**config.mk**
```make
export PLATFORM = sky130hd
export DESIGN_NAME = fir_sample_tx
export DESIGN_NICKNAME = d
export VERILOG_FILES = /design/src/rtl/fir_stream_pkg.sv /design/src/rtl/sample_fifo.sv /design/src/rtl/fir_sample_tx.sv
export SDC_FILE = /design/constraint.sdc
export NUM_CORES = 1
export LEC_CHECK = 0
export ABC_AREA = 1
export BUFFER_PORTS_ARGS = -buffer_cell sky130_fd_sc_hd__buf_2
export CORE_MARGIN = 2
export CORE_UTILIZATION = 45
export DETAILED_ROUTE_END_ITERATION = 10
export GPL_ROUTABILITY_DRIVEN = 0
export HOLD_SLACK_MARGIN = 0.1
export PLACE_DENSITY = 0.72
export SYNTH_ARGS = -nofsm -noshare
export SYNTH_HDL_FRONTEND = slang
export SYNTH_SLANG_ARGS = --single-unit
```
**constraint.sdc**
```tcl
create_clock -name clk -period 3.96 [get_ports clk]
set_input_delay 0 -clock clk [delete_from_list [all_inputs] [get_ports clk]]
set_output_delay 0 -clock clk [all_outputs]
set_load 0.02 [all_outputs]
```
**src/rtl/fir_stream_pkg.sv**
```systemverilog
// Shared sample types for the 16-bit FIR stream path.
// Used by the transmit feeder and the filter datapath.
package fir_stream_pkg;

    localparam int SAMPLE_W = 16;

    typedef logic signed [SAMPLE_W-1:0] sample_t;

endpackage

```
**src/rtl/sample_fifo.sv**
```systemverilog
// Small synchronous sample FIFO with extra-MSB pointers.
// Async active-low reset discards contents by clearing pointers.
module sample_fifo
    import fir_stream_pkg::*;
#(
    parameter int DEPTH = 8
) (
    input  logic                       clk,
    input  logic                       rst_n,
    input  logic                       push,
    input  logic                       pop,
    input  logic signed [SAMPLE_W-1:0] din,
    output logic signed [SAMPLE_W-1:0] dout,
    output logic                       full,
    output logic                       empty,
    output logic [$clog2(DEPTH):0]     level
);

    localparam int AW = $clog2(DEPTH);
    localparam logic [AW:0] PTR_ONE = 1;

    sample_t     mem_q [DEPTH];
    logic [AW:0] wr_ptr_q;
    logic [AW:0] wr_ptr_d;
    logic [AW:0] rd_ptr_q;
    logic [AW:0] rd_ptr_d;
    logic        do_push;
    logic        do_pop;

    assign full  = (wr_ptr_q[AW] != rd_ptr_q[AW]) &&
                   (wr_ptr_q[AW-1:0] == rd_ptr_q[AW-1:0]);
    assign empty = (wr_ptr_q == rd_ptr_q);
    assign level = wr_ptr_q - rd_ptr_q;
    assign dout  = mem_q[rd_ptr_q[AW-1:0]];

    assign do_push = push && !full;
    assign do_pop  = pop && !empty;

    always_comb begin
        wr_ptr_d = wr_ptr_q;
        rd_ptr_d = rd_ptr_q;
        if (do_push) begin
            wr_ptr_d = wr_ptr_q + PTR_ONE;
        end
        if (do_pop) begin
            rd_ptr_d = rd_ptr_q + PTR_ONE;
        end
    end

    always_ff @(posedge clk or negedge rst_n) begin
        if (!rst_n) begin
            wr_ptr_q <= '0;
            rd_ptr_q <= '0;
        end else begin
            wr_ptr_q <= wr_ptr_d;
            rd_ptr_q <= rd_ptr_d;
        end
    end

    // Storage needs no reset; stale entries are unreachable once pointers clear.
    always_ff @(posedge clk) begin
        if (do_push) begin
            mem_q[wr_ptr_q[AW-1:0]] <= din;
        end
    end

endmodule

```
**src/rtl/fir_sample_tx.sv**
```systemverilog
// Transmit feeder: buffers producer samples and plays them out
// at a programmable pace, zero-stuffing on underflow.
module fir_sample_tx
    import fir_stream_pkg::*;
#(
    parameter int DEPTH = 8,
    parameter int DIV_W = 16
) (
    input  logic                       clk,
    input  logic                       reset,
    input  logic                       en,
    input  logic [DIV_W-1:0]           rate_div,
    input  logic signed [SAMPLE_W-1:0] in_data,
    input  logic                       in_valid,
    output logic                       in_ready,
    output logic signed [SAMPLE_W-1:0] out_data,
    output logic                       out_stb,
    output logic [$clog2(DEPTH):0]     fifo_level,
    output logic                       underflow,
    input  logic                       underflow_clr
);

    logic [DIV_W-1:0] cnt_q;
    logic [DIV_W-1:0] cnt_d;
    logic [DIV_W-1:0] div_eff;
    logic [DIV_W-1:0] div_last;
    logic             tick;

    sample_t out_data_q;
    sample_t out_data_d;
    logic    out_stb_q;
    logic    out_stb_d;
    logic    underflow_q;
    logic    underflow_d;

    sample_t fifo_dout;
    logic    fifo_full;
    logic    fifo_empty;
    logic    push;
    logic    pop;

    assign in_ready = !fifo_full;
    assign push     = in_valid && in_ready;
    assign pop      = tick && !fifo_empty;

    sample_fifo #(
        .DEPTH (DEPTH)
    ) u_fifo (
        .clk   (clk),
        .rst_n (reset),
        .push  (push),
        .pop   (pop),
        .din   (in_data),
        .dout  (fifo_dout),
        .full  (fifo_full),
        .empty (fifo_empty),
        .level (fifo_level)
    );

    // A shrinking divider that leaves cnt past the new end ticks at once.
    assign div_eff  = (rate_div == '0) ? DIV_W'(1) : rate_div;
    assign div_last = div_eff - DIV_W'(1);
    assign tick     = en && (cnt_q >= div_last);

    always_comb begin
        cnt_d       = cnt_q;
        out_data_d  = out_data_q;
        out_stb_d   = 1'b0;
        underflow_d = underflow_q;
        if (!en || tick) begin
            cnt_d = '0;
        end else begin
            cnt_d = cnt_q + DIV_W'(1);
        end
        if (underflow_clr) begin
            underflow_d = 1'b0;
        end
        if (tick) begin
            out_stb_d = 1'b1;
            if (fifo_empty) begin
                out_data_d  = '0;
                underflow_d = 1'b1;
            end else begin
                out_data_d = fifo_dout;
            end
        end
    end

    always_ff @(posedge clk or negedge reset) begin
        if (!reset) begin
            cnt_q       <= '0;
            out_data_q  <= '0;
            out_stb_q   <= 1'b0;
            underflow_q <= 1'b0;
        end else begin
            cnt_q       <= cnt_d;
            out_data_q  <= out_data_d;
            out_stb_q   <= out_stb_d;
            underflow_q <= underflow_d;
        end
    end

    assign out_data  = out_data_q;
    assign out_stb   = out_stb_q;
    assign underflow = underflow_q;

endmodule

```
Word-level counts from Yosys, hierarchy flattened
Memories as Yosys holds them, arrays and structs flattened.
Index checks and enable logic that the tools add are counted.
W data, S select, Z words.
- register bits after elaboration: 42
- memory bits (writable): 128
- bits of input ports: 37
- output and inout bits: 23
- logic and storage cells: 36
- memories kept: 1
- add/subtract/negate cells: 5
- order comparisons: 1
- equality and inequality tests: 3
- multiplexer cells: 9
- reduce and logical (&&, ||, !) cells: 11
- memory list (name ; depth ; width ; rd ports ; clocked after memory_dff ; write ports ; line ; text):
    u_fifo.mem_q ; 8 ; 16 ; 1 ; 0 ; 1 ; sample_fifo.sv:22 ; sample_t mem_q [DEPTH];
- operator list (operator ; count):
    $mux W16 ; 3
    $add A16 B1 Y16 const B ; 1
    $ge A16 B16 Y1 ; 1
    $logic_not A16 Y1 ; 1
    $sub A16 B1 Y16 const B ; 1
    $add A4 B1 Y4 const B ; 2
    $logic_and A1 B1 Y1 ; 6
    $mux W1 ; 6
    $eq A4 B4 Y1 ; 1
    $sub A4 B4 Y4 ; 1
    $eq A3 B3 Y1 ; 1
    $logic_not A1 Y1 ; 3
    $logic_or A1 B1 Y1 ; 1
    $ne A1 B1 Y1 ; 1

Depth between registers and ports, before layout
Gate-level depths: netlist of run 1.
- depth in word-level cells: 7
- gate-level depth with buffers: 22
- depth with buffers taken out: 21

By module
A second synthesis of run 1 with hierarchy kept.
- cells, all modules: 983
- area total of the unflattened synthesis: 8784.7 um2
- by module, submodules not included (module ; times used ; cells each ; area each (um2) ; seq. area each (um2)):
    sample_fifo ; 1 ; 650 ; 6241.0 ; 4043.9
    fir_sample_tx ; 1 ; 333 ; 2543.7 ; 850.8

Least setup slack after synthesis of run 1
Ideal clock, no wire load.
- path type: register to register
- start point: register u_fifo.rd_ptr_q[1]
- end point: memory u_fifo.mem_q[0][0] in the netlist's numbering, enable pin
- setup time: 388 ps
- arrival: 2403 ps
- setup slack: 1168 ps
- cell stages (with the launch flop): 12
- path buffers: 2
- clock period less this slack: 2792 ps
- path through: dfrtp_1 buf_2 inv_1 buf_2 ha_1 inv_1 nor3_2 nand2_1 nand2_1 inv_2 nand2_1 nor2_1
- cells in the longest elaborated chain, start to end: 7
- RTL lines (element ; line ; text):
    start: declaration ; sample_fifo.sv:25 ; logic [AW:0] rd_ptr_q;
    start signal: assignment ; sample_fifo.sv:56 ; rd_ptr_q <= rd_ptr_d;
    $eq A3 B3 Y1 * ; sample_fifo.sv:31 ; (wr_ptr_q[AW-1:0] == rd_ptr_q[AW-1:0]);
    $logic_and A1 B1 Y1 * ; sample_fifo.sv:30 ; assign full = (wr_ptr_q[AW] != rd_ptr_q[AW]) &&
    $logic_not A1 Y1 * ; fir_sample_tx.sv:42 ; assign in_ready = !fifo_full;
    via in_ready ; fir_sample_tx.sv:15 ; output logic in_ready,
    $logic_and A1 B1 Y1 ; fir_sample_tx.sv:43 ; assign push = in_valid && in_ready;
    $logic_and A1 B1 Y1 * ; sample_fifo.sv:36 ; assign do_push = push && !full;
    $mux W1 * ; sample_fifo.sv:62 ; if (do_push) begin
    $mux W1 (implied by the code) * ; sample_fifo.sv:63 ; mem_q[wr_ptr_q[AW-1:0]] <= din;
    end: declaration ; sample_fifo.sv:22 ;
The timed path passes the listed nets; every way through them passes the cells marked *.

Final worst setup path of run 1
- start point: input port rate_div[5]
- end point: register out_data_q[5], in the netlist out_data[5]
- cells in the longest elaborated chain, start to end: 5
- RTL lines (element ; line ; text):
    start: declaration ; fir_sample_tx.sv:12 ; input logic [DIV_W-1:0] rate_div,
    $logic_not A16 Y1 ; fir_sample_tx.sv:61 ; assign div_eff = (rate_div == '0) ? DIV_W'(1) : rate_div;
    $mux W16 * ; fir_sample_tx.sv:61 ;
    $sub A16 B1 Y16 * ; fir_sample_tx.sv:62 ; assign div_last = div_eff - DIV_W'(1);
    $ge A16 B16 Y1 * ; fir_sample_tx.sv:63 ; assign tick = en && (cnt_q >= div_last);
    $logic_and A1 B1 Y1 * ; fir_sample_tx.sv:63 ;
    end signal: assignment ; fir_sample_tx.sv:97 ; out_data_q <= out_data_d;
    end: declaration ; fir_sample_tx.sv:29 ; sample_t out_data_q;
Mark *: on every way between the ends. The rest lies on a longest branch, timed or not.
A chain may end at the register's enable or synchronous reset.

==> results of run 1 <==
==> registers in the layout (all words and copies together) (netlist names) <==
name	flops
underflow	1
u_fifo.mem_q	128
u_fifo.rd_ptr_q	4
out_data	16
cnt_q	16
u_fifo.wr_ptr_q	4
out_stb	1
==> power breakdown <==
part	switching (mW)	internal, mW
Combinational	0.609	0.260
Sequential	0.0684	2.16
Clock	0.763	0.838
==> through the flow <==
step                      hold WS, ps  cell area, µm²  power (mW)
final                             243            9190        4.70
after global routing              333            9190        4.91
after CTS                         276            9190        4.73
after detailed placement          205            8410        3.13
after global placement            187            8410        3.11
after floorplan                  -296            7890        2.82
==> path summary, 6_finish.rpt <==
| path | endpoint | slack (ps) | cells after the start |
|---|---|---|---|
| worst max register to register | out_data[10] | 1320 | 9 |
| worst max-delay path | out_data[5] | 1280 | 20 |
| min in group clk | underflow | 340 | 5 |
| worst min-delay path | cnt_q[10] | 240 | 2 |
| max in group asynchronous | u_fifo.rd_ptr_q[0] | 3070 | 2 |
| worst min register to register | cnt_q[0] | 460 | 1 |
==> placed cells by master (no fill, tap or decap), types with 6 or more instances in the layout <==
master         instances
a21oi_1               11
buf_2                 59
buf_4                 13
clkbuf_16             17
dfrtp_1               41
dlygate4sd3_1         20
edfxtp_1             128
ha_1                  23
inv_1                 41
nand2_1              231
nand2_2               12
nand3_1              107
nand4_1               12
nor2_1                48
nor3_1                 7
o21ai_2               17
xnor2_1                6
xor2_1                19
==> what timing repair did <==
action	4_1_cts	5_1_grt
resized for setup	0	0
hold buffers	20	0
endpoints found under the hold margin	180	0
==> cell type report <==
class | count | area share
Clock buffer | 17 | 0.0463
Clock inverter | 15 | 0.0162
Inverter | 43 | 0.0176
Multi-Input combinational cell | 513 | 0.290
Sequential cell | 170 | 0.533
Tap cell | 225 | 0.0306
Timing Repair Buffer | 93 | 0.0667
==> per-layer routing <==
metal	vias up	GRT usage	wire (µm)
li1	2726	-	-
met1	2546	0.241	7190
met2	193	0.301	7730
met3	30	0.0470	1150
met4	0	0.0781	322
met5	-	0	0
==> kinds of logic (layout without fill, tap and decap cells) <==
logic type,after synthesis,in the layout,synth area share
compound gates,37,37,0.0340
flops,170,170,0.621
buf+inv,73,168,0.0416
xor+xnor,25,25,0.0278
fa+ha+maj,24,24,0.0390
simple gates,427,427,0.237
==> critical path: stages <==
cell     delay (ps)
buf_2           120
nor2_1           60
nand2_1         100
nor2_1           60
nand4_1         180
nand2_1          70
inv_1            80
ha_1            200
nand2_1         120
nor3_1          370
nand3_1         140
xor2_1          170
ha_1            270
nand2_1          70
nor3_1          230
nand2_2         110
nand2_4         120
nand2_4         280
nand2_1         180
o21ai_2          60
==> key figures, run 1 <==
Status
  – Run status: complete, no violations

Clock network
  – Clk sinks: 170
  – H-Tree Depth: 4
  – Root buf cell: clkbuf_16
  – CTS tree: done
  – TritonCTS Buffers: 17
  – Clock latency on the worst-skew pair: 440 ps
  – Clock Path Buffers: 2
  – Setup bufs post-CTS: 0
  – Clock Pin Slew Worst Setup and Hold Paths: 70 ps

Timing
  – Final Max Slew Viols: 0
  – Highest Clock Rate: 373 MHz
  – Slew headroom: 0.376
  – Clock Skew: 9.36 ps
  – Finish-stage setup viols: 0
  – RSZ-0062 raised after global routing: false
  – Final period utilization: 0.677
  – Worst Tran Pin Value: 937 ps
  – Tmin final: 2680 ps
  – Final hold vios: 0
  – Fin worst setup slack: 1280 ps
  – Setup TNS: 0 ps

Placed design
  – I/O Buffers: 59
  – Dpl ws: 890 ps
  – Placed Cells: 1,024
  – Post-DP HPWL: 9930 µm

Route
  – DRC viols: 0
  – Routed Antenna Nets: 0
  – 1st-pass router iterations: 5
  – Via count: 5,495
  – Routed wire length: 16,400 µm
  – WL/cell: 15.2 µm
  – Via density: 5.11
  – DR iter-0 viols: 407

Pwr
  – Leak: 3.88 nW
  – VDD IR-drop max: 0.000342 V
  – Pwr per Cell Area: 512 nW/µm²

Yosys
  – Top-count cell post-synth: nand2_1
  – Synth Instances: 756
  – Synth area leader: edfxtp_1
  – Main synth FF type: edfxtp_1
  – Post-synth EDFFs: 128
  – Async set or reset register ratio after synthesis: 0.247
  – Synthesized area: 7890 µm²
  – #FFs+latches synth: 170
  – Top-area cell type share of the netlist area: 0.487
  – Top cell types by occurrence after synthesis: 231 x nand2_1, 128 x edfxtp_1, 107 x nand3_1, 48 x nor2_1, 42 x dfrtp_1
  – Synth top area cells: edfxtp_1 49%, dfrtp_1 13%, nand2_1 11%
  – Average size of a mapped cell: 10.4 µm²
  – Post-synthesis sequential area ratio: 0.621
  – Count of cell types in the netlist: 35
  – Synth warnings: 0
  – Synthesized Nets: 817

Floorplanning
  – Io pins: 60
  – Core Region: 17,200 µm²
  – Initial core utilization: 0.457
  – Std-Cell Rows: 48
  – Die area: 18,600 µm²
  – Die H: 136 µm
  – Die width: 136 µm

Setup path
  – CP Max Fanout: 34
  – Crit start category: input port
  – Worst Setup End Kind: flop
  – Setup CP Type: input port to flop
  – Worst setup path startpoint: rate_div[5]
  – CP Data Arrival Time: 3000 ps
  – R2r startpoint: u_fifo.rd_ptr_q[0]
  – Required @ worst endpoint: 4280 ps

Global route
  – Tot GR Track Use: 0.187
  – GRT Residual Overflow: 0
  – Vias in the first global route: 5,154
  – Initial antenna violation count: 0
  – Largest net degree at the start of global routing: 69
  – First-pass GRT wire length: 25,900 µm

Cells and area
  – Area grow syn2layout: 16.5%
  – Fill cells: 1,475
  – Final #Nets: 899
  – Ant. Diodes: 0
  – Footprint of the multi-input gates: 2660 µm²
  – Layout Cells excl Fill: 1,076
  – Final Util: 0.533
  – Layout cells sized above 1: 0.172
  – Sequential Area: 4900 µm²

Flow run
  – Max-cap violations: 0

Hold path
  – Worst Hold Class: input port to async pin
Power figures use the tool's default switching activity.
==> inputs of run 2 (changes only) <==
- ABC_AREA: 1 -> 0
- PLACE_DENSITY: 0.72 -> 0.74
- clock period: 3.96 -> 2.19 ns (I/O delays scaled with it)
==> key figures, run 2 <==
Timing
  – Slew headroom: 0.351
  – Highest Clock Rate: 270 MHz
  – Fin worst setup slack: -1510 ps
  – Final Max Slew Viols: 0
  – Worst Tran Pin Value: 973 ps
  – Clock Skew: 11.2 ps
  – Setup TNS: -51,270 ps
  – Final hold vios: 0
  – Finish-stage setup viols: 38
  – Min Hold Slack: 281 ps
  – Final period utilization: 1.69
  – Tmin final: 3700 ps
  – RSZ-0062 raised after global routing: true

Yosys
  – Post-synthesis sequential area ratio: 0.666
  – Synth top area cells: edfxtp_1 52%, dfrtp_1 14%, mux4_2 9.8%
  – Count of cell types in the netlist: 37
  – Synth Instances: 472
  – Async set or reset register ratio after synthesis: 0.247
  – Synth area leader: edfxtp_1
  – Average size of a mapped cell: 15.6 µm²
  – Post-synth EDFFs: 128
  – Main synth FF type: edfxtp_1
  – Synthesized Nets: 533
  – Top-count cell post-synth: edfxtp_1
  – Top cell types by occurrence after synthesis: 128 x edfxtp_1, 51 x nand2_1, 42 x dfrtp_1, 32 x mux4_2, 28 x nor2_1
  – #FFs+latches synth: 170
  – Synth warnings: 0
  – Synthesized area: 7340 µm²
  – Top-area cell type share of the netlist area: 0.523

Status
  – Failing checks: setup timing
  – Run status: complete, but fails checks

Cells and area
  – Final Util: 0.600
  – Layout Cells excl Fill: 857
  – Max reg flops: 128
  – Footprint of the multi-input gates: 2580 µm²
  – Commonest non-fill, non-tap cell in the layout: edfxtp_1
  – Most frequent cells in the layout: 128 x edfxtp_1, 61 x buf_4, 57 x buf_2
  – Final instance area: 9570 µm²
  – Layout cells sized above 1: 0.392
  – Area grow syn2layout: 30.3%
  – Ant. Diodes: 0
  – Sequential Area: 4900 µm²
  – Final #Nets: 691
  – Fill cells: 1,202

Floorplanning
  – Core Region: 15,900 µm²
  – Die H: 132 µm
  – Die area: 17,400 µm²
  – Std-Cell Rows: 46
  – Initial core utilization: 0.461
  – Io pins: 60
  – Die width: 132 µm

Setup path
  – Reg2Reg Setup Slack: -240 ps
  – Crit start category: input port
  – Slowest CP cell: or4_4
  – Crit path top cell by count: or3_4
  – Top delay family on crit path: simple AND/OR/NAND/NOR gates
  – Worst Setup End Kind: flop
  – Setup CP Type: input port to flop
  – Critical Path Max Stage Delay: 530 ps
  – Reg2reg end: out_data[2]
  – Reg2Reg Depth: 7
  – WP buf/inv: 2
  – CP Max Fanout: 7
  – R2r startpoint: cnt_q[15]
  – CP Data Arrival Time: 4000 ps
  – CP Cell Sequence: buf_6 -> or4_4 -> or3_4 -> or3_4 -> nor2_8 -> a41oi_2 -> ha_2 -> nand3_4 -> nor3_1 -> xnor2_1 -> ha_1 -> nand4_1 -> nor3_2 -> or4b_4 -> a31oi_4 -> buf_4 -> mux2_2
  – Required @ worst endpoint: 2490 ps

Pwr
  – Final Power: 8.48 mW
  – VDD IR-drop max: 0.000651 V
  – Leak: 3.67 nW
  – Pwr per Cell Area: 886 nW/µm²

Placed design
  – Post-DP Area: 8610 µm²
  – Dpl ws: -1930 ps
  – Post-DP HPWL: 9880 µm
  – I/O Buffers: 59
  – Placed Cells: 794

Clock network
  – Clock Path Buffers: 2
  – CTS tree: done
  – H-Tree Depth: 4
  – Root buf cell: clkbuf_16
  – Clk sinks: 170
  – TritonCTS Buffers: 17
  – Clock latency on the worst-skew pair: 420 ps
  – Clock Pin Slew Worst Setup and Hold Paths: 60 ps

Global route
  – Largest net degree at the start of global routing: 43
  – GRT Residual Overflow: 0
  – Tot GR Track Use: 0.195
  – First-pass GRT wire length: 25,900 µm
  – Initial antenna violation count: 0
  – Vias in the first global route: 4,859

Route
  – Via density: 5.30
  – Routed wire length: 16,200 µm
  – WL/cell: 18.9 µm
  – Routed Antenna Nets: 0
  – 1st-pass router iterations: 5
  – DR iter-0 viols: 273
  – DRC viols: 0
  – Via count: 4,543

Flow run
  – Max-cap violations: 0

Hold path
  – Worst Hold Class: input port to async pin
run 2: power breakdown:
group	leakage [nW]	total (mW)	internal (mW)	switching [mW]
Combinational	1.68	1.67	0.703	0.970
Sequential	1.73	4.01	3.89	0.127
Clock	0.256	2.80	1.65	1.15
Total	3.67	8.48	6.24	2.25
run 2: worst max-delay path by stage:
| stage | start | end | slack [ps] | cells after the start |
|---|---|---|---|---|
| 2_1_floorplan | rate_div[7] | out_data[0] | -1590 | 16 |
| 3_3_place_gp | rate_div[7] | out_data[12] | -1830 | 17 |
| 5_1_grt | rate_div[7] | out_data[2] | -1640 | 17 |
| 6_report | rate_div[7] | out_data[2] | -1510 | 17 |
| 4_1_cts | rate_div[7] | out_data[15] | -1450 | 17 |
| 3_5_place_dp | rate_div[7] | out_data[8] | -1930 | 17 |
run 2: area by class of cell:
type                            count  area share
Inverter                           14     0.00627
Tap cell                          216      0.0282
Sequential cell                   170       0.512
Multi-Input combinational cell    273       0.270
Clock buffer                       20      0.0456
Clock inverter                     10      0.0108
Timing Repair Buffer              154       0.128
run 2: cell families (layout without fill, tap and decap cells):
| logic type | after synthesis | in the layout | share of synthesized area |
|---|---|---|---|
| flip-flops | 170 | 170 | 0.666 |
| buffers and inverters | 29 | 198 | 0.0157 |
| AND/OR/NAND/NOR | 125 | 125 | 0.0804 |
| adder cells (fa/ha/maj) | 24 | 24 | 0.0419 |
| multiplexers | 51 | 51 | 0.127 |
| AO/OA/AOI/OAI | 42 | 42 | 0.0315 |
| XOR/XNOR | 31 | 31 | 0.0370 |
run 2: routing by layer:
layer,vias up,wire (µm),GRT usage
met2,134,8540,0.340
met4,0,310,0.0707
met3,29,728,0.0365
met5,-,0,0
met1,2283,6600,0.243
li1,2097,-,-
run 2: what timing repair did:
item / 4_1_cts / 5_1_grt
cloned: 1 / 0
hold endpoints to repair: 179 / 0
hold buffers: 20 / 0
pin swaps: 9 / 0
resized for setup: 27 / 4
setup endpoints to repair: 38 / 65
setup buffers: 6 / 6
==> inputs of run 3 (changes only) <==
--- a/config.mk
+++ b/config.mk
@@ -11,2 +11,3 @@
 export CORE_UTILIZATION = 45
+export CTS_CLUSTER_SIZE = 8
 export DETAILED_ROUTE_END_ITERATION = 10
==> constraint.sdc (replaced) <==
create_clock -name clk -period 2.19 [get_ports clk]
set_input_delay 0.1095 -clock clk [delete_from_list [all_inputs] [get_ports clk]]
set_output_delay 0.1095 -clock clk [all_outputs]
set_load 0.02 [all_outputs]
==> key figures, run 3 (same netlist as run 2, synthesis figures left out) <==
Setup path
  – Crit start category: input port
  – Required @ worst endpoint: 2500 ps
  – Setup CP Type: input port to flop
  – CP Data Arrival Time: 4090 ps
  – Reg2reg end: out_data[2]
  – R2r startpoint: cnt_q[15]
  – Worst Setup End Kind: flop
  – Reg2Reg Depth: 7
  – CP Max Fanout: 7
  – Reg2Reg Setup Slack: -250 ps

Clock network
  – Clock Pin Slew Worst Setup and Hold Paths: 70 ps
  – CTS tree: done
  – Clock Path Buffers: 2
  – Root buf cell: clkbuf_16
  – Clock latency on the worst-skew pair: 430 ps
  – H-Tree Depth: 4
  – Clk sinks: 170
  – TritonCTS Buffers: 17

Floorplanning
  – Initial core utilization: 0.461
  – Io pins: 60
  – Die H: 132 µm
  – Core Region: 15,900 µm²
  – Die area: 17,400 µm²
  – Std-Cell Rows: 46
  – Die width: 132 µm

Route
  – Met3 routed WL: 828 µm
  – DRC viols: 0
  – Routed Antenna Nets: 0
  – Via density: 5.28
  – WL/cell: 18.6 µm
  – M1 wire length: 6550 µm
  – 1st-pass router iterations: 4
  – DR iter-0 viols: 311
  – Routed wire length: 15,900 µm
  – Routed met2 length: 8200 µm
  – Highest Signal Layer: met4
  – Via count: 4,518

Status
  – Failing checks: setup timing
  – Run status: complete, but fails checks

Global route
  – First-pass GRT wire length: 25,900 µm
  – Vias in the first global route: 5,010
  – GRT Residual Overflow: 0
  – Largest net degree at the start of global routing: 43
  – Tot GR Track Use: 0.195
  – Initial antenna violation count: 0

Hold path
  – Worst Hold Class: input port to flop
  – Hold Path Sink: cnt_q[5]
  – Origin of the worst min-delay path: en
  – Worst Hold Depth: 4

Pwr
  – Leak: 3.72 nW
  – VDD IR-drop max: 0.000703 V
  – Final Power: 8.93 mW
  – Pwr per Cell Area: 926 nW/µm²

Timing
  – Highest Clock Rate: 264 MHz
  – Slew headroom: 0.340
  – Worst Tran Pin Value: 990 ps
  – Final period utilization: 1.73
  – Fin worst setup slack: -1590 ps
  – RSZ-0062 raised after global routing: true
  – Finish-stage setup viols: 38
  – Final hold vios: 0
  – Clock Skew: 8.21 ps
  – Tmin final: 3780 ps
  – Final Max Slew Viols: 0

Cells and area
  – Commonest non-fill, non-tap cell in the layout: edfxtp_1
  – Area grow syn2layout: 31.2%
  – Final #Nets: 689
  – Layout cells sized above 1: 0.391
  – Max reg flops: 128
  – Layout Cells excl Fill: 856
  – Most frequent cells in the layout: 128 x edfxtp_1, 59 x buf_4, 57 x buf_2
  – Ant. Diodes: 0
  – Final Util: 0.605
  – Fill cells: 1,172

Placed design
  – Dpl ws: -2030 ps
  – I/O Buffers: 59
  – Post-DP HPWL: 9860 µm
  – Placed Cells: 795

Flow run
  – Max-cap violations: 0
## run 3: changes by cell type in the layout (fill, tap and decap cells not counted), sizes merged
cell         before  now
bufinv            2    5
clkbuf           21   17
dlygate4sd3      20   19
clkinv            7    5
inv              13   16
## run 3: repair_timing
item | CTS | global route
endpoints found under the setup margin | 39 | 41
resized for setup | 21 | 7
pin swaps | 1 | 2
hold endpoints to repair | 173 | 0
setup buffers | 9 | 2
hold buffers | 19 | 0
## run 3: worst max-delay path by stage
stage,startpoint,end,slack (ps),depth (start not counted)
finish,rate_div[7],out_data[2],-1590,17
global route,rate_div[8],u_fifo.rd_ptr_q[3],-1750,19
CTS,rate_div[7],out_data[5],-1560,17
detailed placement,rate_div[7],out_data[2],-2030,17
global placement,rate_div[7],out_data[1],-1940,17
floorplan,rate_div[7],out_data[0],-1700,16
## run 3: where the power goes
group | switching (mW) | internal [mW]
combinational | 0.961 | 0.712
clock | 1.22 | 2.02
sequential | 0.131 | 3.89
total | 2.31 | 6.62
## run 3: metrics by stage
step | TNS (ps) | hold WS [ps] | instance area (µm²)
finish | -53220 | 152 | 9640
global route | -58350 | 162 | 9640
CTS | -51980 | 146 | 9600
detailed placement | -69040 | 279 | 8620
global placement | -65960 | 279 | 8620
floorplan | -61590 | -186 | 7590
## run 3: layer usage
| metal | vias to the layer above | global-route usage |
|---|---|---|
| li1 | 2094 | - |
| met1 | 2252 | 0.239 |
| met2 | 145 | 0.335 |
| met3 | 27 | 0.0523 |
| met4 | 0 | 0.0676 |
| met5 | - | 0 |
## run 3: layout make-up
type | instances | area (µm²) | area share
clock inverter | 14 | 218 | 0.0226
inverter | 14 | 60.1 | 0.00623
sequential | 170 | 4900 | 0.508
clock buffer | 17 | 425 | 0.0441
multi-input combinational | 273 | 2570 | 0.267
tap | 216 | 270 | 0.0280
timing repair buffer | 152 | 1200 | 0.124
## run 3: critical path, cell delays in order
cell and delay (ps):
buf_6 90, or4_4 530, or3_4 350, or3_4 370, nor2_8 100, a41oi_2 130
ha_2 240, nand3_4 80, nor3_2 60, xnor2_1 130, ha_1 300, nand4_1 120
nor3_2 160, or4b_4 510, a31oi_4 290, buf_6 210, mux2_4 310
